## src/rtl/img_rsz_pxl_src.sv

```systemverilog
// Raster pixel source for the image resizer: tags each accepted word with its (X,Y) and streams it out.
// Build option IMG_RSZ_PXL_SRC_SKID_EN selects a two-entry skid output stage with a registered SrcRdy.
module img_rsz_pxl_src #(
  parameter int PXL_PRIM_COLOR_W   = 8,
  parameter int PXL_PRIM_COLOR_NUM = 3,
  parameter int IMG_WIDTH_IDX_W    = 10,
  parameter int IMG_HEIGHT_IDX_W   = 10
) (
  input  logic                                         Clk,
  input  logic                                         Reset,
  input  logic [IMG_WIDTH_IDX_W-1:0]                   ImgWidth,
  input  logic [IMG_HEIGHT_IDX_W-1:0]                  ImgHeight,
  input  logic                                         FrmStart,
  input  logic [PXL_PRIM_COLOR_W*PXL_PRIM_COLOR_NUM-1:0] SrcData,
  input  logic                                         SrcVld,
  output logic                                         SrcRdy,
  output logic [PXL_PRIM_COLOR_W-1:0]                  PxlData [PXL_PRIM_COLOR_NUM],
  output logic [IMG_WIDTH_IDX_W-1:0]                   PxlX,
  output logic [IMG_HEIGHT_IDX_W-1:0]                  PxlY,
  output logic                                         PxlVld,
  input  logic                                         PxlRdy,
  output logic                                         FrmBusy,
  output logic                                         FrmDone
);

  typedef enum logic [1:0] {
    IDLE   = 2'd0,
    STREAM = 2'd1,
    DRAIN  = 2'd2
  } state_t;

  typedef logic [PXL_PRIM_COLOR_W-1:0] color_t;

  localparam logic [IMG_WIDTH_IDX_W-1:0]  X_ZERO     = {IMG_WIDTH_IDX_W{1'b0}};
  localparam logic [IMG_WIDTH_IDX_W-1:0]  X_ONE      = IMG_WIDTH_IDX_W'(1'b1);
  localparam logic [IMG_HEIGHT_IDX_W-1:0] Y_ZERO     = {IMG_HEIGHT_IDX_W{1'b0}};
  localparam logic [IMG_HEIGHT_IDX_W-1:0] Y_ONE      = IMG_HEIGHT_IDX_W'(1'b1);
  localparam color_t                      COLOR_ZERO = {PXL_PRIM_COLOR_W{1'b0}};

  state_t                      state_r;
  state_t                      nextState_s;
  logic [IMG_WIDTH_IDX_W-1:0]  widthLat_r;
  logic [IMG_WIDTH_IDX_W-1:0]  widthNext_s;
  logic [IMG_HEIGHT_IDX_W-1:0] heightLat_r;
  logic [IMG_HEIGHT_IDX_W-1:0] heightNext_s;
  logic [IMG_WIDTH_IDX_W-1:0]  xCnt_r;
  logic [IMG_WIDTH_IDX_W-1:0]  xNext_s;
  logic [IMG_HEIGHT_IDX_W-1:0] yCnt_r;
  logic [IMG_HEIGHT_IDX_W-1:0] yNext_s;
  logic                        frmBusy_r;
  logic                        frmDone_r;
  logic                        frmDoneNext_s;

  logic                        srcRdy_s;
  logic                        srcAcc_s;
  logic                        pxlPop_s;
  logic                        stageEmpty_s;
  logic                        lastPxl_s;

  color_t                      srcColor_s [PXL_PRIM_COLOR_NUM];
  color_t                      pxlData_r  [PXL_PRIM_COLOR_NUM];
  logic [IMG_WIDTH_IDX_W-1:0]  pxlX_r;
  logic [IMG_HEIGHT_IDX_W-1:0] pxlY_r;
  logic                        pxlVld_r;

  assign srcAcc_s  = SrcVld & srcRdy_s;
  assign pxlPop_s  = pxlVld_r & PxlRdy;
  assign lastPxl_s = (xCnt_r == widthLat_r) & (yCnt_r == heightLat_r);

  assign SrcRdy  = srcRdy_s;
  assign PxlData = pxlData_r;
  assign PxlX    = pxlX_r;
  assign PxlY    = pxlY_r;
  assign PxlVld  = pxlVld_r;
  assign FrmBusy = frmBusy_r;
  assign FrmDone = frmDone_r;

  // Split the packed raster word into per-color lanes (color 0 in the LSBs).
  always_comb begin
    for (int c = 0; c < PXL_PRIM_COLOR_NUM; c++) begin
      srcColor_s[c] = SrcData[c*PXL_PRIM_COLOR_W +: PXL_PRIM_COLOR_W];
    end
  end

  // Frame sequencing and raster coordinate generation.
  always_comb begin
    nextState_s   = state_r;
    widthNext_s   = widthLat_r;
    heightNext_s  = heightLat_r;
    xNext_s       = xCnt_r;
    yNext_s       = yCnt_r;
    frmDoneNext_s = 1'b0;
    case (state_r)
      IDLE: begin
        if (FrmStart) begin
          nextState_s  = STREAM;
          widthNext_s  = ImgWidth;
          heightNext_s = ImgHeight;
          xNext_s      = X_ZERO;
          yNext_s      = Y_ZERO;
        end else begin
          nextState_s = IDLE;
        end
      end
      STREAM: begin
        if (srcAcc_s) begin
          if (lastPxl_s) begin
            nextState_s = DRAIN;
          end else begin
            nextState_s = STREAM;
          end
          if (xCnt_r == widthLat_r) begin
            xNext_s = X_ZERO;
            yNext_s = yCnt_r + Y_ONE;
          end else begin
            xNext_s = xCnt_r + X_ONE;
            yNext_s = yCnt_r;
          end
        end else begin
          nextState_s = STREAM;
        end
      end
      DRAIN: begin
        // Frame completes only after the last pixel has left the output stage.
        if (stageEmpty_s) begin
          nextState_s   = IDLE;
          frmDoneNext_s = 1'b1;
        end else begin
          nextState_s = DRAIN;
        end
      end
      default: begin
        nextState_s = IDLE;
      end
    endcase
  end

  // State, latched frame size, coordinate counters and frame status outputs.
  always_ff @(posedge Clk or negedge Reset) begin
    if (!Reset) begin
      state_r     <= IDLE;
      widthLat_r  <= X_ZERO;
      heightLat_r <= Y_ZERO;
      xCnt_r      <= X_ZERO;
      yCnt_r      <= Y_ZERO;
      frmBusy_r   <= 1'b0;
      frmDone_r   <= 1'b0;
    end else begin
      state_r     <= nextState_s;
      widthLat_r  <= widthNext_s;
      heightLat_r <= heightNext_s;
      xCnt_r      <= xNext_s;
      yCnt_r      <= yNext_s;
      frmBusy_r   <= (nextState_s != IDLE);
      frmDone_r   <= frmDoneNext_s;
    end
  end

`ifdef IMG_RSZ_PXL_SRC_SKID_EN

  color_t                      skidData_r [PXL_PRIM_COLOR_NUM];
  logic [IMG_WIDTH_IDX_W-1:0]  skidX_r;
  logic [IMG_HEIGHT_IDX_W-1:0] skidY_r;
  logic                        skidVld_r;
  logic                        skidVldNext_s;
  logic                        srcRdy_r;

  assign srcRdy_s     = srcRdy_r;
  assign stageEmpty_s = ~pxlVld_r & ~skidVld_r;

  // Skid occupancy after the coming edge; SrcRdy is registered from it so PxlRdy never reaches SrcRdy.
  always_comb begin
    skidVldNext_s = skidVld_r;
    if (skidVld_r) begin
      skidVldNext_s = ~pxlPop_s;
    end else begin
      skidVldNext_s = pxlVld_r & srcAcc_s & ~pxlPop_s;
    end
  end

  // Two-entry output stage: output register at the head, skid register behind it.
  always_ff @(posedge Clk or negedge Reset) begin
    if (!Reset) begin
      srcRdy_r  <= 1'b0;
      skidVld_r <= 1'b0;
      skidX_r   <= X_ZERO;
      skidY_r   <= Y_ZERO;
      pxlVld_r  <= 1'b0;
      pxlX_r    <= X_ZERO;
      pxlY_r    <= Y_ZERO;
      for (int c = 0; c < PXL_PRIM_COLOR_NUM; c++) begin
        skidData_r[c] <= COLOR_ZERO;
        pxlData_r[c]  <= COLOR_ZERO;
      end
    end else begin
      srcRdy_r  <= (nextState_s == STREAM) & ~skidVldNext_s;
      skidVld_r <= skidVldNext_s;
      if (skidVld_r) begin
        if (pxlPop_s) begin
          pxlData_r <= skidData_r;
          pxlX_r    <= skidX_r;
          pxlY_r    <= skidY_r;
        end
      end else if (srcAcc_s && (!pxlVld_r || pxlPop_s)) begin
        pxlVld_r  <= 1'b1;
        pxlData_r <= srcColor_s;
        pxlX_r    <= xCnt_r;
        pxlY_r    <= yCnt_r;
      end else if (srcAcc_s) begin
        skidData_r <= srcColor_s;
        skidX_r    <= xCnt_r;
        skidY_r    <= yCnt_r;
      end else if (pxlPop_s) begin
        pxlVld_r <= 1'b0;
      end
    end
  end

`else

  // Single output register: accept whenever it is empty or being drained this cycle.
  assign srcRdy_s     = (state_r == STREAM) & (~pxlVld_r | PxlRdy);
  assign stageEmpty_s = ~pxlVld_r;

  // Output register, loaded on every accepted source word.
  always_ff @(posedge Clk or negedge Reset) begin
    if (!Reset) begin
      pxlVld_r <= 1'b0;
      pxlX_r   <= X_ZERO;
      pxlY_r   <= Y_ZERO;
      for (int c = 0; c < PXL_PRIM_COLOR_NUM; c++) begin
        pxlData_r[c] <= COLOR_ZERO;
      end
    end else begin
      if (srcAcc_s) begin
        pxlVld_r  <= 1'b1;
        pxlData_r <= srcColor_s;
        pxlX_r    <= xCnt_r;
        pxlY_r    <= yCnt_r;
      end else if (pxlPop_s) begin
        pxlVld_r <= 1'b0;
      end
    end
  end

`endif

endmodule

```

## config.mk

```make
export PLATFORM = sky130hd
export DESIGN_NAME = img_rsz_pxl_src
export DESIGN_NICKNAME = d
export VERILOG_FILES = /design/src/rtl/img_rsz_pxl_src.sv
export SDC_FILE = /design/constraint.sdc
export NUM_CORES = 1
export LEC_CHECK = 0
export ABC_CLOCK_PERIOD_IN_PS = 2100
export BUFFER_PORTS_ARGS = -buffer_cell sky130_fd_sc_hd__buf_2
export CORE_ASPECT_RATIO = 1.25
export CORE_MARGIN = 1
export CORE_UTILIZATION = 50
export DETAILED_ROUTE_END_ITERATION = 10
export GPL_ROUTABILITY_DRIVEN = 1
export GPL_TIMING_DRIVEN = 0
export PLACE_DENSITY = 0.83
export SLEW_MARGIN = 10
export SYNTH_ARGS = -nofsm -noshare
export SYNTH_HDL_FRONTEND = slang
export SYNTH_SLANG_ARGS = --single-unit
```

## constraint.sdc

```tcl
create_clock -name Clk -period 2.1 [get_ports Clk]
set_input_delay 0.315 -clock Clk [delete_from_list [all_inputs] [get_ports Clk]]
set_output_delay 0.315 -clock Clk [all_outputs]
set_load 0.02 [all_outputs]
```

==> run metrics, run 1 <==
status=finished, final reports clean; ys async rst share=100%; largest net degree at the start of global routing=57; Fmax=496 MHz; Worst-path clk slew=80 ps; Crit Path Category=reg2reg; most frequent cells in the layout=nand2_1, buf_2, dfrtp_1; Die Ht=103 um; Avg WL per Cell=13.6 um; worst hold path type=in2reg; Yosys cell types=46; # setup viols final=0; Final ANT Viol Nets=0; HPWL Detailed=6550 um; CP Max Fanout=9; CP bufs+invs=0; vias in the first global route=3270; Clock Skews=9.86 ps; Antenna Cells=0; DR vias/cell=5.16; final period utilization=96.1%; r2r setup slk=80 ps; Final Wtd Congestion=0.856; dpl ws=115 ps; Worst VDD drop=0.000537 V; setup TNS=0 ps; Post-DP Area=0.00468 sq mm; number of flops mapped to enable cells by yosys=0; post-synthesis sequential area ratio=55.0%; synthesis-to-layout area growth=20.7%; Slew HR=62.2%; startpoint class of the critical path=register; Mapped Area=0.00405 sq mm; Root Buffer=clkbuf_8; Finished Cell Area=0.00488 sq mm; Post-Route WL=8990 um; WHS=145 ps; DR iter-0 viols=277; Ys Warns=0; Slew Limit Fails=0; Lkg Pwr=2.59 nW; CTS tree=yes; die width=82.5 um; row count=36; I/O Pins=97; Core ar.=0.00784 sq mm; grt ovf=0; delay-heaviest family, CP=compound AO/OA/AOI/OAI gates; GRT Overall Usage=23.5%; Mean Syn Cell Area=8.97 sq um; die area=0.00846 sq mm; Initial Util=51.6%; worst path cell trace=xnor2_1 -> nand4_2 -> o31ai_4 -> o21ai_0 -> mux2_2; Final Hold Fails=0; slowest stage delay, CP=440 ps; share of layout cells above drive strength 1=23.1%; initial antenna violation count=0; Num CTS Buffers=9; Max Cap Viol=0; Port Buf Inserts=96; DRT Pass-1 Iters=5; Most used DFF post-synth=dfrtp_1; Synthesized Nets=502; final worst slack=81.9 ps; RSZ-0062 raised after global routing=false; final net count=613; Synth Instances=451; Seq cells post-synth=89; DRC errors left=0; Crit path required time=2340 ps; CP arrival=2250 ps; Least-Margin Pin Slew=565 ps; H-tree lvl count=3; commonest non-fill, non-tap cell in the layout=nand2_1; first-pass GRT wire length=15000 um; critical path endpoint category=register; post-layout total power=4.79 mW; Max Buffers Root-to-Sink=2; # clock sinks=89; PwrDens=980 mW/mm^2; vias=3410; min Tclk post-route=2020 ps; worst-skew pair later-pin latency=350 ps; Critical-path top delay cell=dfrtp_1
-- logic make-up (layout without fill, tap and decap cells) --
| group | Yosys count | in the layout | share of synthesized area (%) |
|---|---|---|---|
| xor gates and xnor gates | 20 | 20 | 4.33 |
| adders and majority gates | 2 | 2 | 0.618 |
| AOI/OAI and AO/OA | 37 | 37 | 6.86 |
| and+or+nand+nor | 278 | 278 | 30.2 |
| buffers and inverters | 23 | 138 | 2.41 |
| muxes | 2 | 2 | 0.526 |
| DFF | 89 | 89 | 55.0 |
-- synthesized netlist by cell type, types with 2 or more instances --
cell type    n  area (sq um)
nand2_1    212           796
dfrtp_1     89          2230
xnor2_1     18           158
clkbuf_1    11          41.3
o21ai_0     11          55.1
buf_2        9          45.0
nand3_1      9          45.0
nor2_1       9          33.8
a32oi_1      7          61.3
and3_1       6          37.5
a22o_1       5          43.8
nand2b_1     5          31.3
nor3_1       5          25.0
nor4_1       5          31.3
nand4_1      4          25.0
nor2b_1      4          25.0
a21o_1       3          22.5
buf_1        3          11.3
nor3b_1      3          22.5
a21oi_1      2          10.0
ha_1         2          25.0
nor4b_1      2          17.5
o311ai_0     2          17.5
or3_1        2          12.5
xor2_1       2          17.5
-- final timing paths --
path | cells after the start | end | from
min reg2reg | 2 | PxlY[7]$_DFFE_PN0P_ | PxlY[7]$_DFFE_PN0P_
min in group asynchronous | 2 | PxlData[23]$_DFFE_PN0P_ | Reset
max | 5 | xCnt_r[8]$_DFFE_PN0P_ | xCnt_r[8]$_DFFE_PN0P_
min | 3 | PxlData[16]$_DFFE_PN0P_ | SrcData[0]
max reg2reg | 5 | xCnt_r[8]$_DFFE_PN0P_ | xCnt_r[8]$_DFFE_PN0P_
max in group asynchronous | 3 | widthLat_r[7]$_DFFE_PN0P_ | Reset
-- registers in the layout, summed over array words and instances (netlist names) --
signal and cells:
PxlData 24, PxlX 10, PxlY 10, heightLat_r 10
widthLat_r 10, xCnt_r 10, yCnt_r 10, state_r 2
FrmBusy 1, FrmDone 1, PxlVld 1
-- where the power goes --
part / internal (mW) / total (mW) / switching, mW
Clock: 0.520 / 1.08 / 0.563
Sequential: 2.06 / 2.35 / 0.285
Combinational: 0.515 / 1.36 / 0.843
-- tightest hold or removal path, cell delays in order --
cell     delay, ps
buf_2           70
nand2_1         40
nand2_1         50
-- cell type report --
| class | count | area [sq um] |
|---|---|---|
| buffer | 23 | 98.8 |
| clock buffer | 13 | 169 |
| clock inverter | 2 | 12.5 |
| fill | 695 | 2950 |
| multi-input combinational | 339 | 1720 |
| sequential | 89 | 2230 |
| tap | 95 | 119 |
| timing repair buffer | 100 | 536 |
-- repair_timing --
action                                  4_1_cts  5_1_grt
endpoints found under the setup margin        1        8
gates resized for setup                       1        1
pin swaps                                     0        2
hold endpoints to repair                     33        0
buffers inserted                              0        2
hold buffers                                  1        0
-- metal layers --
metal / global-route usage [%] / vias up / part of all wire [%]
li1: - / 1711 / -
met1: 31.9 / 1568 / 43
met2: 36.6 / 116 / 50
met3: 4.60 / 15 / 5.7
met4: 10.1 / 0 / 1.9
met5: 0 / - / 0
-- stage by stage --
stage	cells	utilization, %
3_3_place_gp	642	59.3
6_report	661	62.3
3_5_place_dp	643	59.7
4_1_cts	659	62.1
2_1_floorplan	451	-
5_1_grt	661	62.3
Power figures use the tool's default switching activity.
==> inputs of run 2 (changes only) <==
--- a/config.mk
+++ b/config.mk
@@ -5,7 +5,6 @@
 export SDC_FILE = /design/constraint.sdc
 export NUM_CORES = 1
 export LEC_CHECK = 0
-export ABC_CLOCK_PERIOD_IN_PS = 2100
 export BUFFER_PORTS_ARGS = -buffer_cell sky130_fd_sc_hd__buf_2
 export CORE_ASPECT_RATIO = 1.25
 export CORE_MARGIN = 1
@@ -14,6 +13,7 @@
 export GPL_ROUTABILITY_DRIVEN = 1
 export GPL_TIMING_DRIVEN = 0
 export PLACE_DENSITY = 0.83
+export SETUP_SLACK_MARGIN = 0.4
 export SLEW_MARGIN = 10
 export SYNTH_ARGS = -nofsm -noshare
 export SYNTH_HDL_FRONTEND = slang
==> run metrics, run 2 (synthesis gave the netlist of run 1 again) <==
status=finished, final reports clean (unchanged); commonest non-fill, non-tap cell in the layout=nand2_1 (unchanged); Least-Margin Pin Slew=532 ps (was 565 ps); DR iter-0 viols=349 (was 277); Slew Limit Fails=0 (unchanged); # setup viols final=0 (unchanged); Max Buffers Root-to-Sink=2 (unchanged); final net count=640 (was 613); worst hold path type=in2reg (unchanged); HPWL Detailed=6590 um (was 6550 um); Num CTS Buffers=9 (unchanged); WL met3=633 um (was 511 um); Fmax=550 MHz (was 496 MHz); CP Max Fanout=5 (was 9); Initial Util=51.6% (unchanged); I/O Pins=97 (unchanged); Port Buf Inserts=96 (unchanged); RSZ-0062 raised after global routing=true (was false); grt ovf=0 (unchanged); Final Wtd Congestion=0.853 (was 0.856); die width=82.5 um (unchanged); Avg WL per Cell=16.6 um (was 13.6 um); Worst VDD drop=0.000675 V (was 0.000537 V); Die Ht=103 um (unchanged); DRC errors left=0 (unchanged); startpoint class of the critical path=register (unchanged); worst-skew pair later-pin latency=370 ps (was 350 ps); Post-Route WL=11400 um (was 8990 um); Slew HR=64.6% (was 62.2%); CP arrival=2050 ps (was 2250 ps); Clock Skews=5.34 ps (was 9.86 ps); first-pass GRT wire length=16300 um (was 15000 um); Worst-path clk slew=80 ps (about the same); setup TNS=0 ps (unchanged); row count=36 (unchanged); share of layout cells above drive strength 1=34.8% (was 23.1%); PwrDens=1030 mW/mm^2 (was 980 mW/mm^2); initial antenna violation count=0 (unchanged); largest net degree at the start of global routing=57 (unchanged); final period utilization=86.6% (was 96.1%); Core ar.=0.00784 sq mm (unchanged); Final Hold Fails=0 (unchanged); min Tclk post-route=1820 ps (was 2020 ps); most frequent cells in the layout=nand2_1, buf_2, dfrtp_1 (unchanged); routed wl met2=5680 um (was 4490 um); synthesis-to-layout area growth=34.9% (was 20.7%); vias=3839 (was 3410); CTS tree=yes (unchanged); # clock sinks=89 (unchanged); GRT Overall Usage=26.0% (was 23.5%); max reg flops=24 (unchanged); Root Buffer=clkbuf_8 (unchanged); critical path endpoint category=register (unchanged); Max Cap Viol=0 (unchanged); DR vias/cell=5.59 (was 5.16); M1 wire length=4490 um (was 3830 um); Antenna Cells=0 (unchanged); Crit path required time=2330 ps (was 2340 ps); Final ANT Viol Nets=0 (unchanged); Final Util=69.7% (was 62.3%); die area=0.00846 sq mm (unchanged); vias in the first global route=3477 (was 3270); max layer used=met4 (unchanged); Lkg Pwr=2.86 nW (was 2.59 nW); Crit Path Category=reg2reg (unchanged); H-tree lvl count=3 (unchanged); DRT Pass-1 Iters=5 (unchanged)
## run 2: changes by cell type in the layout (fill, tap and decap cells not counted), sizes merged
| cell | change |
|---|---|
| buf | +27 |
| bufinv | +2 |
| clkbuf | -2 |
| clkinvlp | -1 |
## run 2: stage by stage
step | worst slack, ps | instance area, sq um | hold WS [ps] | std cells | total power [mW]
after global placement | 34.7 | 4650 | 455 | 642 | 3.66
final | 282 | 5460 | 131 | 687 | 5.60
after floorplan | 427 | 4050 | 19.4 | 451 | 3.26
after global routing | 208 | 5460 | 133 | 687 | 5.84
after detailed placement | 135 | 4680 | 295 | 643 | 3.74
after CTS | 358 | 5160 | 127 | 674 | 5.26
## run 2: final cells by class
type	count	area [sq um]
clock buffer	11	151
clock inverter	3	65.1
fill	578	2380
tap	95	119
sequential	89	2240
timing repair buffer	127	776
buffer	23	141
multi-input combinational	339	1970
## run 2: timing repair
action | CTS | global route
hold buffers | 1 | 0
setup endpoints to repair | 64 | 64
hold endpoints to repair | 33 | 0
pin swaps | 6 | 14
gates resized for setup | 33 | 57
buffers inserted | 16 | 13
## run 2: power by group
group	switching, mW	total [mW]	internal (mW)
clock network	0.581	1.30	0.720
registers	0.345	2.41	2.07
logic	1.08	1.88	0.807
## run 2: critical path: stages, from the launching register on
cell,delay [ps]
dfrtp_2,470
xnor2_2,250
nand4_4,200
buf_12,190
buf_8,130
nor4_4,290
o21ai_1,140
## run 2: layer usage
layer / GRT usage [%] / vias up
met4: 15.1 / 0
met2: 42.1 / 195
met3: 3.98 / 57
li1: - / 1750
met5: 0 / -
met1: 32.9 / 1837
## run 2: path summary, 6_finish.rpt
check | startpoint | endpoint | slack (ps) | depth (start not counted)
hold / removal | ImgWidth[7] | widthLat_r[7]$_DFFE_PN0P_ | 130 | 3
max in group asynchronous | Reset | xCnt_r[7]$_DFFE_PN0P_ | 990 | 3
setup / recovery | xCnt_r[9]$_DFFE_PN0P_ | yCnt_r[3]$_DFFE_PN0P_ | 280 | 6
setup reg to reg | xCnt_r[9]$_DFFE_PN0P_ | yCnt_r[3]$_DFFE_PN0P_ | 280 | 6
hold reg to reg | PxlX[0]$_DFFE_PN0P_ | PxlX[0]$_DFFE_PN0P_ | 470 | 2
min in group asynchronous | Reset | PxlY[2]$_DFFE_PN0P_ | 460 | 2
